--- src/rtl/trace_buffer.sv ---
`default_nettype none
// trace_buffer: armed, pc-triggered retire-trace ring buffer with oldest-first readout.
// Revision: 1.0

module trace_buffer #(
    parameter int DEPTH  = 16,
    parameter int DATA_W = 32,
    parameter int CYC_W  = 10,
    parameter int POST   = 4
) (
    input  logic                       clk,
    input  logic                       reset,
    input  logic                       arm,
    input  logic                       valid,
    input  logic [DATA_W-1:0]          pc,
    input  logic [DATA_W-1:0]          insn,
    input  logic                       trig_en,
    input  logic [DATA_W-1:0]          trig_pc,
    input  logic                       rd_ready,
    output logic                       rd_valid,
    output logic [DATA_W-1:0]          rd_pc,
    output logic [DATA_W-1:0]          rd_insn,
    output logic [CYC_W-1:0]           rd_cycle,
    output logic [1:0]                 state,
    output logic [$clog2(DEPTH):0]     count,
    output logic                       overflow
);

    localparam int AW = $clog2(DEPTH);
    localparam int CW = AW + 1;

    localparam logic [1:0] S_IDLE    = 2'd0;
    localparam logic [1:0] S_CAPTURE = 2'd1;
    localparam logic [1:0] S_POST    = 2'd2;
    localparam logic [1:0] S_READOUT = 2'd3;

    localparam logic [CW-1:0] FULL      = CW'(DEPTH);
    localparam logic [AW-1:0] POST_INIT = AW'(POST);

    logic [1:0]        state_q,    state_d;
    logic [AW-1:0]     wr_ptr_q,   wr_ptr_d;
    logic [CW-1:0]     count_q,    count_d;
    logic              ovf_q,      ovf_d;
    logic [AW-1:0]     post_q,     post_d;
    logic [CYC_W-1:0]  cyc_q;

    logic [DATA_W-1:0] pc_mem_q   [DEPTH];
    logic [DATA_W-1:0] insn_mem_q [DEPTH];
    logic [CYC_W-1:0]  cyc_mem_q  [DEPTH];

    logic              w_we;
    logic              w_hit;
    logic [AW-1:0]     w_rd_idx;

    assign w_we  = valid && ((state_q == S_CAPTURE) || (state_q == S_POST));
    assign w_hit = w_we && (state_q == S_CAPTURE) && trig_en && (pc == trig_pc);

    // With count==DEPTH the low bits are zero, so the oldest entry is wr_ptr itself.
    assign w_rd_idx = wr_ptr_q - count_q[AW-1:0];

    always_comb begin
        state_d  = state_q;
        wr_ptr_d = wr_ptr_q;
        count_d  = count_q;
        ovf_d    = ovf_q;
        post_d   = post_q;

        if (w_we) begin
            wr_ptr_d = wr_ptr_q + 1'b1;
            if (count_q == FULL) begin
                ovf_d = 1'b1;
            end else begin
                count_d = count_q + 1'b1;
            end
        end

        case (state_q)
            S_IDLE: begin
                if (arm) begin
                    state_d  = S_CAPTURE;
                    wr_ptr_d = '0;
                    count_d  = '0;
                    ovf_d    = 1'b0;
                end
            end
            S_CAPTURE: begin
                if (w_hit) begin
                    if (POST == 0) begin
                        state_d = S_READOUT;
                    end else begin
                        state_d = S_POST;
                        post_d  = POST_INIT;
                    end
                end
            end
            S_POST: begin
                if (w_we) begin
                    post_d = post_q - 1'b1;
                    if (post_q == AW'(1)) begin
                        state_d = S_READOUT;
                    end
                end
            end
            default: begin
                // Re-arm wins over a concurrent final handshake.
                if (arm) begin
                    state_d  = S_CAPTURE;
                    wr_ptr_d = '0;
                    count_d  = '0;
                    ovf_d    = 1'b0;
                end else if (count_q == '0) begin
                    state_d = S_IDLE;
                end else if (rd_ready) begin
                    count_d = count_q - 1'b1;
                end
            end
        endcase
    end

    always_ff @(posedge clk or negedge reset) begin
        if (!reset) begin
            state_q  <= S_IDLE;
            wr_ptr_q <= '0;
            count_q  <= '0;
            ovf_q    <= 1'b0;
            post_q   <= '0;
            cyc_q    <= '0;
        end else begin
            state_q  <= state_d;
            wr_ptr_q <= wr_ptr_d;
            count_q  <= count_d;
            ovf_q    <= ovf_d;
            post_q   <= post_d;
            cyc_q    <= cyc_q + 1'b1;
        end
    end

    always_ff @(posedge clk or negedge reset) begin
        if (!reset) begin
            for (int i = 0; i < DEPTH; i++) begin
                pc_mem_q[i]   <= '0;
                insn_mem_q[i] <= '0;
                cyc_mem_q[i]  <= '0;
            end
        end else if (w_we) begin
            pc_mem_q[wr_ptr_q]   <= pc;
            insn_mem_q[wr_ptr_q] <= insn;
            cyc_mem_q[wr_ptr_q]  <= cyc_q;
        end
    end

    assign rd_valid = (state_q == S_READOUT) && (count_q != '0);
    assign rd_pc    = pc_mem_q[w_rd_idx];
    assign rd_insn  = insn_mem_q[w_rd_idx];
    assign rd_cycle = cyc_mem_q[w_rd_idx];
    assign state    = state_q;
    assign count    = count_q;
    assign overflow = ovf_q;

endmodule

`default_nettype wire

--- config.mk ---
export PLATFORM = sky130hd
export DESIGN_NAME = trace_buffer
export DESIGN_NICKNAME = d
export VERILOG_FILES = /design/src/rtl/trace_buffer.sv
export SDC_FILE = /design/constraint.sdc
export NUM_CORES = 2
export LEC_CHECK = 0
export CAP_MARGIN = 15
export CORE_MARGIN = 2
export CORE_UTILIZATION = 52
export DETAILED_ROUTE_END_ITERATION = 10
export PLACE_DENSITY_LB_ADDON = 0.3
export SLEW_MARGIN = 5
export SYNTH_ARGS = -nofsm -noshare
export SYNTH_HDL_FRONTEND = slang
export SYNTH_SLANG_ARGS = --single-unit
--- constraint.sdc ---
create_clock -name clk -period 5.1 [get_ports clk]
set_clock_uncertainty 0.2 [all_clocks]
set_input_delay 1.02 -clock clk [delete_from_list [all_inputs] [get_ports clk]]
set_output_delay 1.02 -clock clk [all_outputs]
set_load 0.02 [all_outputs]
==> impl_results.md <==
- Run status: completed
- Max rail drop VDD: between 800 and 900 uV
- Finished Layout Cells: ~5300
- Lkg Pwr: about 30 nW
- Crit Path Class: reg -> out
- Fmax achieved: just under 0.2 GHz
- CTS sink count: around 1200
- Synth Warn #: 0
- Yosys top cell by area: dfrtp_1
- GR Layer Usage met3: 0.04727
- Die width: 329.5 um
- Setup TNS: 0 ns
- Tcrit/Tclk final: 0.9900
- Worst-path clk slew: ~0.060 ns
- Syn Std Cell Area: approximately 0.055 sq mm
- WL final: around 140 mm
- Cts bufs inserted: 131
- Crit path DAT: 3.83 ns
- # IOs: between 150 and 200
- Placer Congestion: approximately 0.77
- H-Tree Depth: 4
- Clock Path Buffers: 3
- Crit end category: output pin
- Number of max-cap violations: 0
- Gr usage total: 0.2616
- Die area: 0.1086 sq mm
- Largest net degree at the start of global routing: between 100 and 150
- Switch share: 0.3671
- Sequential Power Share: 0.308
- Most frequent cells in the layout: dfrtp_1 (1208), mux2_2 (1180), mux4_2 (296), nand2_1 (165), clkbuf_16 (139)
- Yosys top cell area share: 0.5497
- GRT overflow: 0
- Max_slew headroom: 0.3270
- Final hold vios: 0
- Filler Cells Inserted: approximately 7800
- Clock latency on the worst-skew pair: around 0.74 ns
- Comb power frac: 0.449
- Number of global-route vias before repair: approximately 34000
- Die H: about 330 um
- Top cells by area, synth: dfrtp_1 (55%), mux2_2 (24%), mux4_2 (12%), clkbuf_1 (1.2%), nand2_1 (1.1%)
- Initial antenna violation count: 0
- Internal: ~25 mW
- Pwr Total: ~40 mW
- Worst Max-Slew Pin Slew: 1.010 ns
- CTS tree: built
- Pins over their slew limit: 0
- Port bufs: roughly 180
- Drt pass-1 iters: 5
- Routed len/inst: about 26 um
- Root Buffer: clkbuf_16
- Worst hold path type: in -> async
- WHS: between 0.06 and 0.07 ns
- Net Count, Synth: between 3000 and 4000
- Post-CTS Hold Fix Bufs: 0
- Vias/cell: ~6.1
- Clock share of power: 0.243
- Initial core utilization: 0.5240
- Post-Synthesis Cells: 3596
- Final setup violation count: 0
- RSZ-0062 raised after global routing: true
- Minimum clock period: a little over 5 ns
- Syn Area/Cell: 15.32 sq um
- Layout cell share with drive strength beyond 1: 0.5167
- Core area: ~0.11 sq mm
- Vias: 32160
- Crit start category: flop
- GR Util met2: 0.4093
- Row count: ~120
- Switching power: ~15 mW
- Gr busiest metal: met2
- Residual DRC: 0
- DRT antenna net count: 0
- Fin nets: a little under 4000
- Commonest non-fill, non-tap cell in the layout: dfrtp_1
- Met1 usage: 0.3789
- Initial DRC Count: between 2000 and 2500
- Global-route wire length before repair: ~210 mm
- Pwr dens: 616.8 mW/mm^2
- Post-synthesis sequential area ratio: 0.5497
- Req. time, crit path: just under 4 ns
- Worst-path maximum fanout: 18
- Diode count: 0
- Final HPWL DP: just under 80 mm
- Area growth syn-to-layout: 17.18%
- Placed insts: 4990
- Unique masters post-synth: 40
- FF+latch count, synth: roughly 1200
## power groups by stage
stage,registers (mW),clock network [mW],logic (mW)
5_1_grt,12.5,10.2,18.9
4_1_cts,12.3,9.82,17.6
2_1_floorplan,12.1,0,10.2
3_3_place_gp,12.3,0,17.2
3_5_place_dp,12.4,0,17.3
6_report,12.3,9.67,17.9
## flip-flops by register name (all words and copies together), names as in the netlist, 2 cells and up
name	cells
cyc_q	10
insn_mem_q	512
wr_ptr_q	4
state	2
pc_mem_q	512
count	5
post_q	4
cyc_mem_q	160
## layer usage
layer | routed length (um) | vias to the layer above
met5 | 0 | -
met4 | 2894 | 0
met3 | 7015 | 179
met2 | 66280 | 689
met1 | 62610 | 17640
li1 | - | 13650
## worst paths after layout
check	slack, ns	start	to	cells past startpoint
max	0.05	count[0]	rd_pc[21]	10
min	0.06	reset	pc_mem_q[192]	1
max reg2reg	1.52	state[0]	state[0]	8
min reg2reg	0.29	cyc_mem_q[140]	cyc_mem_q[140]	2
max in group asynchronous	3.17	reset	insn_mem_q[273]	2
min in group clk	0.29	cyc_mem_q[140]	cyc_mem_q[140]	2
## timing repair
action / in CTS / in global routing
endpoints found under the setup margin: 74 / 67
cloned: 7 / 3
setup buffers: 7 / 15
pin swaps: 1 / 11
gates resized for setup: 179 / 180
## critical path, cell delays in order, from the launching register on
cell and delay [ns]:
dfrtp_2 0.43, ha_4 0.17, fa_4 0.87, buf_12 0.13
bufbuf_16 0.28, buf_12 0.18, mux4_2 0.30, and2_1 0.18
a211oi_2 0.30, a31oi_1 0.08, clkbuf_2 0.17
## cell type report
type / instances / area [sq um] / share of cell area
Clock inverter: 33 / 505.5 / 0.007831
Multi-Input combinational cell: 2042 / 23940 / 0.3709
Sequential cell: 1210 / 30280 / 0.4691
Clock buffer: 199 / 3860 / 0.05980
Tap cell: 1391 / 1740 / 0.02696
Timing Repair Buffer: 363 / 4163 / 0.06449
Inverter: 16 / 60.06 / 0.0009304
## per-stage QoR
step                      cell area (sq um)    util  setup WS, ns
after floorplan                       55090       -        0.8689
after global placement                59420  0.5653        0.2820
after CTS                             64300  0.6117      -0.08231
final                                 64550  0.6141       0.05093
after global routing                  64550  0.6141      -0.04163
after detailed placement              59420  0.5653        0.2651
## cell usage after synthesis
library cell and instances:
nor2b_1 3, buf_2 121, mux4_2 296, nor2_1 21, fa_1 1, xor2_1 35, xnor2_1 14, inv_1 16
a2111o_1 1, buf_1 24, mux2i_1 1, and2_1 77, nand2_1 165, a22o_1 3, a21o_1 2, nor4_1 10
nor3b_1 1, o211ai_1 1, dfrtp_1 1210, a211oi_1 77, a21oi_1 8, o22ai_1 4, mux2_2 1180, nand2b_1 3
a41oi_1 1, mux2_1 2, nand4_1 6, or2_2 1, clkbuf_1 183, a31oi_1 74, nand3_1 16, nand3b_1 1
o2bb2ai_1 1, o41a_1 1, o31ai_1 1, a211o_1 2, and3_1 4, nor3_1 6, ha_1 16, o21ai_0 7
## logic make-up after synthesis
logic type	after synthesis	synth area share
buffers and inverters	344	0.02619
AND/OR/NAND/NOR	314	0.02676
adder cells (fa/ha/maj)	17	0.003998
AO/OA/AOI/OAI	183	0.02278
multiplexers	1479	0.3628
flip-flops	1210	0.5497
XOR/XNOR	49	0.007791
(Power assumes the default switching activity.)
